**src/rtl/mips_pkg.sv**
```systemverilog
// mips_pkg: opcode/funct encodings, ALU operation enum and register-index width
package mips_pkg;
  localparam int REG_W = 5;
  localparam logic [5:0] OP_RTYPE = 6'h00;
  localparam logic [5:0] OP_J     = 6'h02;
  localparam logic [5:0] OP_JAL   = 6'h03;
  localparam logic [5:0] OP_BEQ   = 6'h04;
  localparam logic [5:0] OP_ADDI  = 6'h08;
  localparam logic [5:0] OP_SLTI  = 6'h0A;
  localparam logic [5:0] OP_LW    = 6'h23;
  localparam logic [5:0] OP_SW    = 6'h2B;
  localparam logic [5:0] F_JR     = 6'h08;
  localparam logic [5:0] F_ADD    = 6'h20;
  localparam logic [5:0] F_SUB    = 6'h22;
  localparam logic [5:0] F_AND    = 6'h24;
  localparam logic [5:0] F_OR     = 6'h25;
  localparam logic [5:0] F_SLT    = 6'h2A;
  typedef enum logic [2:0] {ALU_ADD, ALU_SUB, ALU_AND, ALU_OR, ALU_SLT} alu_op_e;
endpackage

```
**src/rtl/mips_alu.sv**
```systemverilog
// mips_alu: 32-bit combinational ALU for the single-cycle MIPS core
// Ports: a, b operands; op operation select; result 32-bit output; zero high when result is 0
module mips_alu
  import mips_pkg::*;
(
  input  logic [31:0] a,
  input  logic [31:0] b,
  input  alu_op_e     op,
  output logic [31:0] result,
  output logic        zero
);
  always_comb
    result = op == ALU_ADD ? a + b :
             op == ALU_SUB ? a - b :
             op == ALU_AND ? a & b :
             op == ALU_OR  ? a | b :
             {31'd0, $signed(a) < $signed(b)};
  assign zero = result == '0;
endmodule

```
**src/rtl/mips_single_cycle.sv**
```systemverilog
// mips_single_cycle: single-cycle MIPS subset core (add/sub/and/or/slt/addi/slti/lw/sw/beq/j)
// Ports: rst async active-low reset; clk; inst_adr/inst instruction fetch; data_adr/data_out/data_in
// data memory address, read data and store data; mem_read/mem_write load and store strobes.
// Define MIPS_JAL_JR_EN to add jal and jr; otherwise they execute as NOPs.
module mips_single_cycle
  import mips_pkg::*;
#(
  parameter logic [31:0] RESET_PC = 32'h0000_0000
) (
  input  logic        rst,
  input  logic        clk,
  output logic [31:0] inst_adr,
  input  logic [31:0] inst,
  output logic [31:0] data_adr,
  input  logic [31:0] data_out,
  output logic [31:0] data_in,
  output logic        mem_read,
  output logic        mem_write
);
  logic [31:0]      pc_q, pc_d, pc_plus4, imm_sext, rs_val, rt_val, alu_b, alu_res, wr_data;
  logic [31:0]      rf_q [32];
  logic [5:0]       opcode, funct;
  logic [REG_W-1:0] rs, rt, rd, wr_sel;
  logic             reg_we, use_imm, is_lw, is_sw, is_beq, is_j, is_jal, is_jr, zero;
  alu_op_e          alu_op;
  assign opcode   = inst[31:26];
  assign rs       = inst[25:21];
  assign rt       = inst[20:16];
  assign rd       = inst[15:11];
  assign funct    = inst[5:0];
  assign imm_sext = {{16{inst[15]}}, inst[15:0]};
  always_comb begin
    reg_we  = 1'b0;
    wr_sel  = rt;
    use_imm = 1'b0;
    alu_op  = ALU_ADD;
    is_lw   = 1'b0;
    is_sw   = 1'b0;
    is_beq  = 1'b0;
    is_j    = 1'b0;
    is_jal  = 1'b0;
    is_jr   = 1'b0;
    case (opcode)
      OP_RTYPE:
        case (funct)
          F_ADD: begin reg_we = 1'b1; wr_sel = rd; alu_op = ALU_ADD; end
          F_SUB: begin reg_we = 1'b1; wr_sel = rd; alu_op = ALU_SUB; end
          F_AND: begin reg_we = 1'b1; wr_sel = rd; alu_op = ALU_AND; end
          F_OR:  begin reg_we = 1'b1; wr_sel = rd; alu_op = ALU_OR;  end
          F_SLT: begin reg_we = 1'b1; wr_sel = rd; alu_op = ALU_SLT; end
`ifdef MIPS_JAL_JR_EN
          F_JR:  is_jr = 1'b1;
`endif
          default: ;
        endcase
      OP_ADDI: begin reg_we = 1'b1; use_imm = 1'b1; end
      OP_SLTI: begin reg_we = 1'b1; use_imm = 1'b1; alu_op = ALU_SLT; end
      OP_LW:   begin reg_we = 1'b1; use_imm = 1'b1; is_lw = 1'b1; end
      OP_SW:   begin use_imm = 1'b1; is_sw = 1'b1; end
      OP_BEQ:  begin alu_op = ALU_SUB; is_beq = 1'b1; end
      OP_J:    is_j = 1'b1;
`ifdef MIPS_JAL_JR_EN
      OP_JAL:  begin reg_we = 1'b1; wr_sel = 5'd31; is_jal = 1'b1; end
`endif
      default: ;
    endcase
  end
  assign rs_val = rs == '0 ? '0 : rf_q[rs];
  assign rt_val = rt == '0 ? '0 : rf_q[rt];
  assign alu_b  = use_imm ? imm_sext : rt_val;
  mips_alu u_alu (
    .a      (rs_val),
    .b      (alu_b),
    .op     (alu_op),
    .result (alu_res),
    .zero   (zero)
  );
  assign pc_plus4 = pc_q + 32'd4;
  assign wr_data  = is_lw ? data_out : is_jal ? pc_plus4 : alu_res;
  assign pc_d     = is_jr ? rs_val :
                    (is_j | is_jal) ? {pc_plus4[31:28], inst[25:0], 2'b00} :
                    (is_beq & zero) ? pc_plus4 + {imm_sext[29:0], 2'b00} :
                    pc_plus4;
  always_ff @(posedge clk or negedge rst)
    if (!rst) pc_q <= RESET_PC;
    else pc_q <= pc_d;
  always_ff @(posedge clk or negedge rst)
    if (!rst) for (int i = 0; i < 32; i++) rf_q[i] <= '0;
    else if (reg_we && wr_sel != '0) rf_q[wr_sel] <= wr_data;
  assign inst_adr  = pc_q;
  assign data_adr  = alu_res;
  assign data_in   = rt_val;
  // strobes are gated by reset so an in-flight store is dropped the moment reset asserts
  assign mem_read  = rst & is_lw;
  assign mem_write = rst & is_sw;
endmodule

```
**config.mk**
```make
export PLATFORM = sky130hd
export DESIGN_NAME = mips_single_cycle
export DESIGN_NICKNAME = d
export VERILOG_FILES = /design/src/rtl/mips_pkg.sv /design/src/rtl/mips_alu.sv /design/src/rtl/mips_single_cycle.sv
export SDC_FILE = /design/constraint.sdc
export NUM_CORES = 2
export LEC_CHECK = 0
export CELL_PAD_IN_SITES_DETAIL_PLACEMENT = 0
export CELL_PAD_IN_SITES_GLOBAL_PLACEMENT = 1
export CORE_ASPECT_RATIO = 1.75
export CORE_MARGIN = 2
export CORE_UTILIZATION = 40
export CTS_CLUSTER_DIAMETER = 80
export DETAILED_ROUTE_END_ITERATION = 16
export GPL_TIMING_DRIVEN = 1
export PLACE_DENSITY = 0.78
export SETUP_SLACK_MARGIN = 0.3
export SYNTH_ARGS = -nofsm -noshare
export SYNTH_HDL_FRONTEND = slang
export SYNTH_SLANG_ARGS = --single-unit
```
**constraint.sdc**
```tcl
create_clock -name clk -period 25.6 [get_ports clk]
set_input_delay 5.12 -clock clk [delete_from_list [all_inputs] [get_ports clk]]
set_output_delay 5.12 -clock clk [all_outputs]
set_load 0.005 [all_outputs]
```
==> results.cfg <==
[cts]
clock_insertion_delay_at_the_later_pin_of_the_skew_report_ns = 0.73
postCtsHoldBufs = 0
post_cts_resize_count = 0
clock_tree_from_tritoncts = done
max-clock-path-buffers = 3
cts.root.buffer_cell = sky130_fd_sc_hd__clkbuf_16
cts-buffers-inserted = 95
clk_pin_slew_worst_paths_ns = 0.07
postCtsSetupRepairBufs = 0
clock_sinks = 1054
number_of_h_tree_levels = 3

[drt]
drtPass1Iterations = 6
avgViaCountPerCell = 6.28
vias = 49400
postRouteAntennaNets = 0
drtIter0Drc = 4742
detail_route.wl_per_cell_um = 29.6
drt_drc_violations_left = 0
route.final.wire_length_um = 233000

[hold_path]
hold_class = flop to flop

[grt]
global_route.overflow_total = 0
global_route.usage.total_pct = 29.4
grt_pass1_wl_um = 341000
grt_util_met3_pct = 4.48
busiest_layer = met2
first_global_vias = 50100
maximum_number_of_pins_on_one_net_before_global_route_repair = 181
use_met2_pct = 48.7
grtUsageMet1_pct = 34.6
initial_antenna_violation_count = 6

[floorplan]
fp-row-count = 191
die_width_um = 301
floorplan.die.height_um = 524
start_util_pct = 40.2
die_area_mm2 = 0.158
design.core.area_mm2 = 0.154
i_o_pin_total = 164

[setup_path]
rr_worst_depth = 22
r2r_setup_slack_ns = 16.95
critical_path_arrival_ns = 13.55
cp-start-kind = primary input
critical_path_class = primary input to primary output
worst_setup_path_end = data_adr[29]
critPathMaxFanout = 34
cp.required_ns = 20.48
worstSetupStartpoint = inst[18]
worst_r2r_endpoint = inst_adr[3]
crit_path_end_kind = primary output
worstReg2RegStart = rf_q[1]

[placement]
port-buffer-count = 161
placed_cell_area_mm2 = 0.0654
hpwl_detailed_um = 149000
gp_congestion = 1.04

[synthesis]
ys.flop_type = sky130_fd_sc_hd__dfrtp_1
synth_largest_area_cell = sky130_fd_sc_hd__dfrtp_1
netlist_instances = 5954
postSynthRegisterBits = 1054
async_flop_share_pct = 100
synth-warning-count = 0
synth.avg_cell_area_um2 = 10.4
synth.top_cell.area_share_pct = 42.6
yosysMostFrequentCell = sky130_fd_sc_hd__nand2_1
count_of_flip_flops_with_a_built_in_enable_after_synthesis = 0
number_of_distinct_library_cell_variants_in_the_gate_level_netlist_after_synthesis = 94
share_of_the_yosys_chip_area_belonging_to_registers_pct = 42.6
synth_top_cells_by_count = 1092 x sky130_fd_sc_hd__nand2_1, 1074 x sky130_fd_sc_hd__o21ai_0, 1054 x sky130_fd_sc_hd__dfrtp_1, 555 x sky130_fd_sc_hd__mux4_2, 498 x sky130_fd_sc_hd__clkbuf_1
post_synth_main_area_contributors = sky130_fd_sc_hd__dfrtp_1 43%, sky130_fd_sc_hd__mux4_2 20%, sky130_fd_sc_hd__o21ai_0 8.7%
synth.cell_area_mm2 = 0.0619

[power_and_ir_drop]
cellLeakagePower_uw = 0.0291
vdd.ir_drop.worst_uv = 59.1
power_density_mw_per_mm2 = 59.0

[run]
cap_violations = 0

[timing]
maxSlewViolCount = 0
finClkSkew_ns = 0.0343
maxSlewHeadroom_pct = 16.7
worstMarginPinSlew_ns = 1.22
final.min_clock_period_ns = 18.67
hold_violations = 0
period_share_pct = 72.9
max_freq_mhz = 53.6
rsz0062_at_grt = false
setup_viol = 0
setup_total_negative_slack_ns = 0

[outcome]
outcome = finished, final reports clean

[final_layout]
layout.filler_cells = 14400
nNetsFinal = 5951
final_instance_area_mm2 = 0.0688
layout-drive-gt1-share_pct = 17.5
syn_to_final_growth_pct = 11.2
## through the flow
stage                     setup WS, ns  util [%]  power [uW]  hold WS (ns)  cells
final                             6.93      44.7        4060         0.403   7868
after detailed placement          7.03      42.4        2480         0.383   7687
after global routing              6.55      44.7        4190         0.414   7867
after floorplan                   9.15         -        2200         0.441   5955
after global placement            7.22      42.4        2470         0.376   7687
after CTS                         7.04      44.7        4070         0.399   7865
## critical path, cell delays in order
cell                              delay, ns
sky130_fd_sc_hd__clkdlybuf4s50_1       0.69
sky130_fd_sc_hd__inv_6                 0.62
sky130_fd_sc_hd__buf_4                 0.88
sky130_fd_sc_hd__mux4_2                0.61
sky130_fd_sc_hd__mux2i_1               0.35
sky130_fd_sc_hd__nor3_1                0.08
sky130_fd_sc_hd__a21oi_1               0.43
sky130_fd_sc_hd__ha_1                  0.37
sky130_fd_sc_hd__o21bai_1              0.39
sky130_fd_sc_hd__a21oi_1               0.08
sky130_fd_sc_hd__a32oi_1               0.25
sky130_fd_sc_hd__o211ai_1              0.34
sky130_fd_sc_hd__nor2_1                0.30
sky130_fd_sc_hd__o211ai_1              0.25
sky130_fd_sc_hd__a211oi_1              0.70
sky130_fd_sc_hd__o21ai_0               0.29
sky130_fd_sc_hd__a311o_1               0.41
sky130_fd_sc_hd__a21boi_0              0.78
sky130_fd_sc_hd__inv_1                 0.10
sky130_fd_sc_hd__clkdlybuf4s50_1       0.48
## power breakdown
part / total [uW] / switching, uW / internal [uW]
sequential: 1770 / 52.6 / 1720
combinational: 686 / 419 / 267
clock: 1600 / 693 / 910
## worst min-delay path by stage
stage               start    endpoint  slack [ns]  depth (start not counted)
2_1_floorplan  rf_q[1000]  rf_q[1000]        0.44                          1
3_3_place_gp   rf_q[1006]  rf_q[1006]        0.38                          0
3_5_place_dp   rf_q[1007]  rf_q[1007]        0.38                          0
4_1_cts        rf_q[1003]  rf_q[1003]        0.40                          0
5_1_grt        rf_q[1021]  rf_q[1021]        0.41                          0
6_report       rf_q[1013]  rf_q[1013]        0.40                          0
## routing by layer
layer  routed length, um  vias to the layer above
li1                    -                    21200
met1               82800                    25000
met2              112000                     2405
met3               17500                      742
met4               20400                        6
met5                  39                        -
## registers in the layout, summed over array words and instances, names as in the netlist
register  cells
inst_adr     30
rf_q       1024
## cell usage in the layout, fill, tap and decap left out, types with 17 or more instances in the layout
cell type                         Yosys  layout
sky130_fd_sc_hd__o21ai_0           1074    1074
sky130_fd_sc_hd__clkbuf_16            0      98
sky130_fd_sc_hd__nor2_1             207     205
sky130_fd_sc_hd__o22ai_1             33      32
sky130_fd_sc_hd__a21oi_1            177     174
sky130_fd_sc_hd__a21o_1              23      23
sky130_fd_sc_hd__nand2_1           1092    1076
sky130_fd_sc_hd__ha_1               124     124
sky130_fd_sc_hd__mux2i_2              0      23
sky130_fd_sc_hd__nand3_1             49      42
sky130_fd_sc_hd__and3_1              27      27
sky130_fd_sc_hd__xor2_1              19      19
sky130_fd_sc_hd__xnor2_1             43      43
sky130_fd_sc_hd__clkdlybuf4s50_1      0     151
sky130_fd_sc_hd__nor2b_1             18      17
sky130_fd_sc_hd__o21bai_1            23      23
sky130_fd_sc_hd__a22o_1              17      17
sky130_fd_sc_hd__or3_1               44      43
sky130_fd_sc_hd__mux4_2             555     555
sky130_fd_sc_hd__o21a_1              18      18
sky130_fd_sc_hd__inv_1              127     126
sky130_fd_sc_hd__buf_4                3     127
sky130_fd_sc_hd__nor3_1              82      81
sky130_fd_sc_hd__o211ai_1            19      19
sky130_fd_sc_hd__mux2_2              40      40
sky130_fd_sc_hd__a211oi_1            38      38
sky130_fd_sc_hd__dfrtp_1           1054    1054
sky130_fd_sc_hd__clkbuf_8             0      21
sky130_fd_sc_hd__mux2i_1            162     133
sky130_fd_sc_hd__o221ai_1            22      22
## cells by family (layout without fill, tap and decap cells)
kind of cell	after synthesis	after routing	synth area share, %
xor gates and xnor gates	62	62	0.877
AOI/OAI and AO/OA	1596	1596	14.7
other	1	5	0.00606
muxes	758	758	23.6
buffers and inverters	713	597	4.45
DFF	1054	1054	42.6
and+or+nand+nor	1643	1643	11.2
adders and majority gates	127	127	2.60
## cell type report
cell class                      count  area [um2]  share of cell area [%]
Tap cell                         2026        2530                    3.68
Clock buffer                      135        2800                    4.07
Clock inverter                     43         661                   0.960
Sequential cell                  1054       26400                    38.3
Timing Repair Buffer              289        2650                    3.84
Antenna cell                        3        7.51                  0.0109
Inverter                          130         494                   0.718
Multi-Input combinational cell   4188       33300                    48.4
Note: power is estimated with default switching activity, not from simulation.
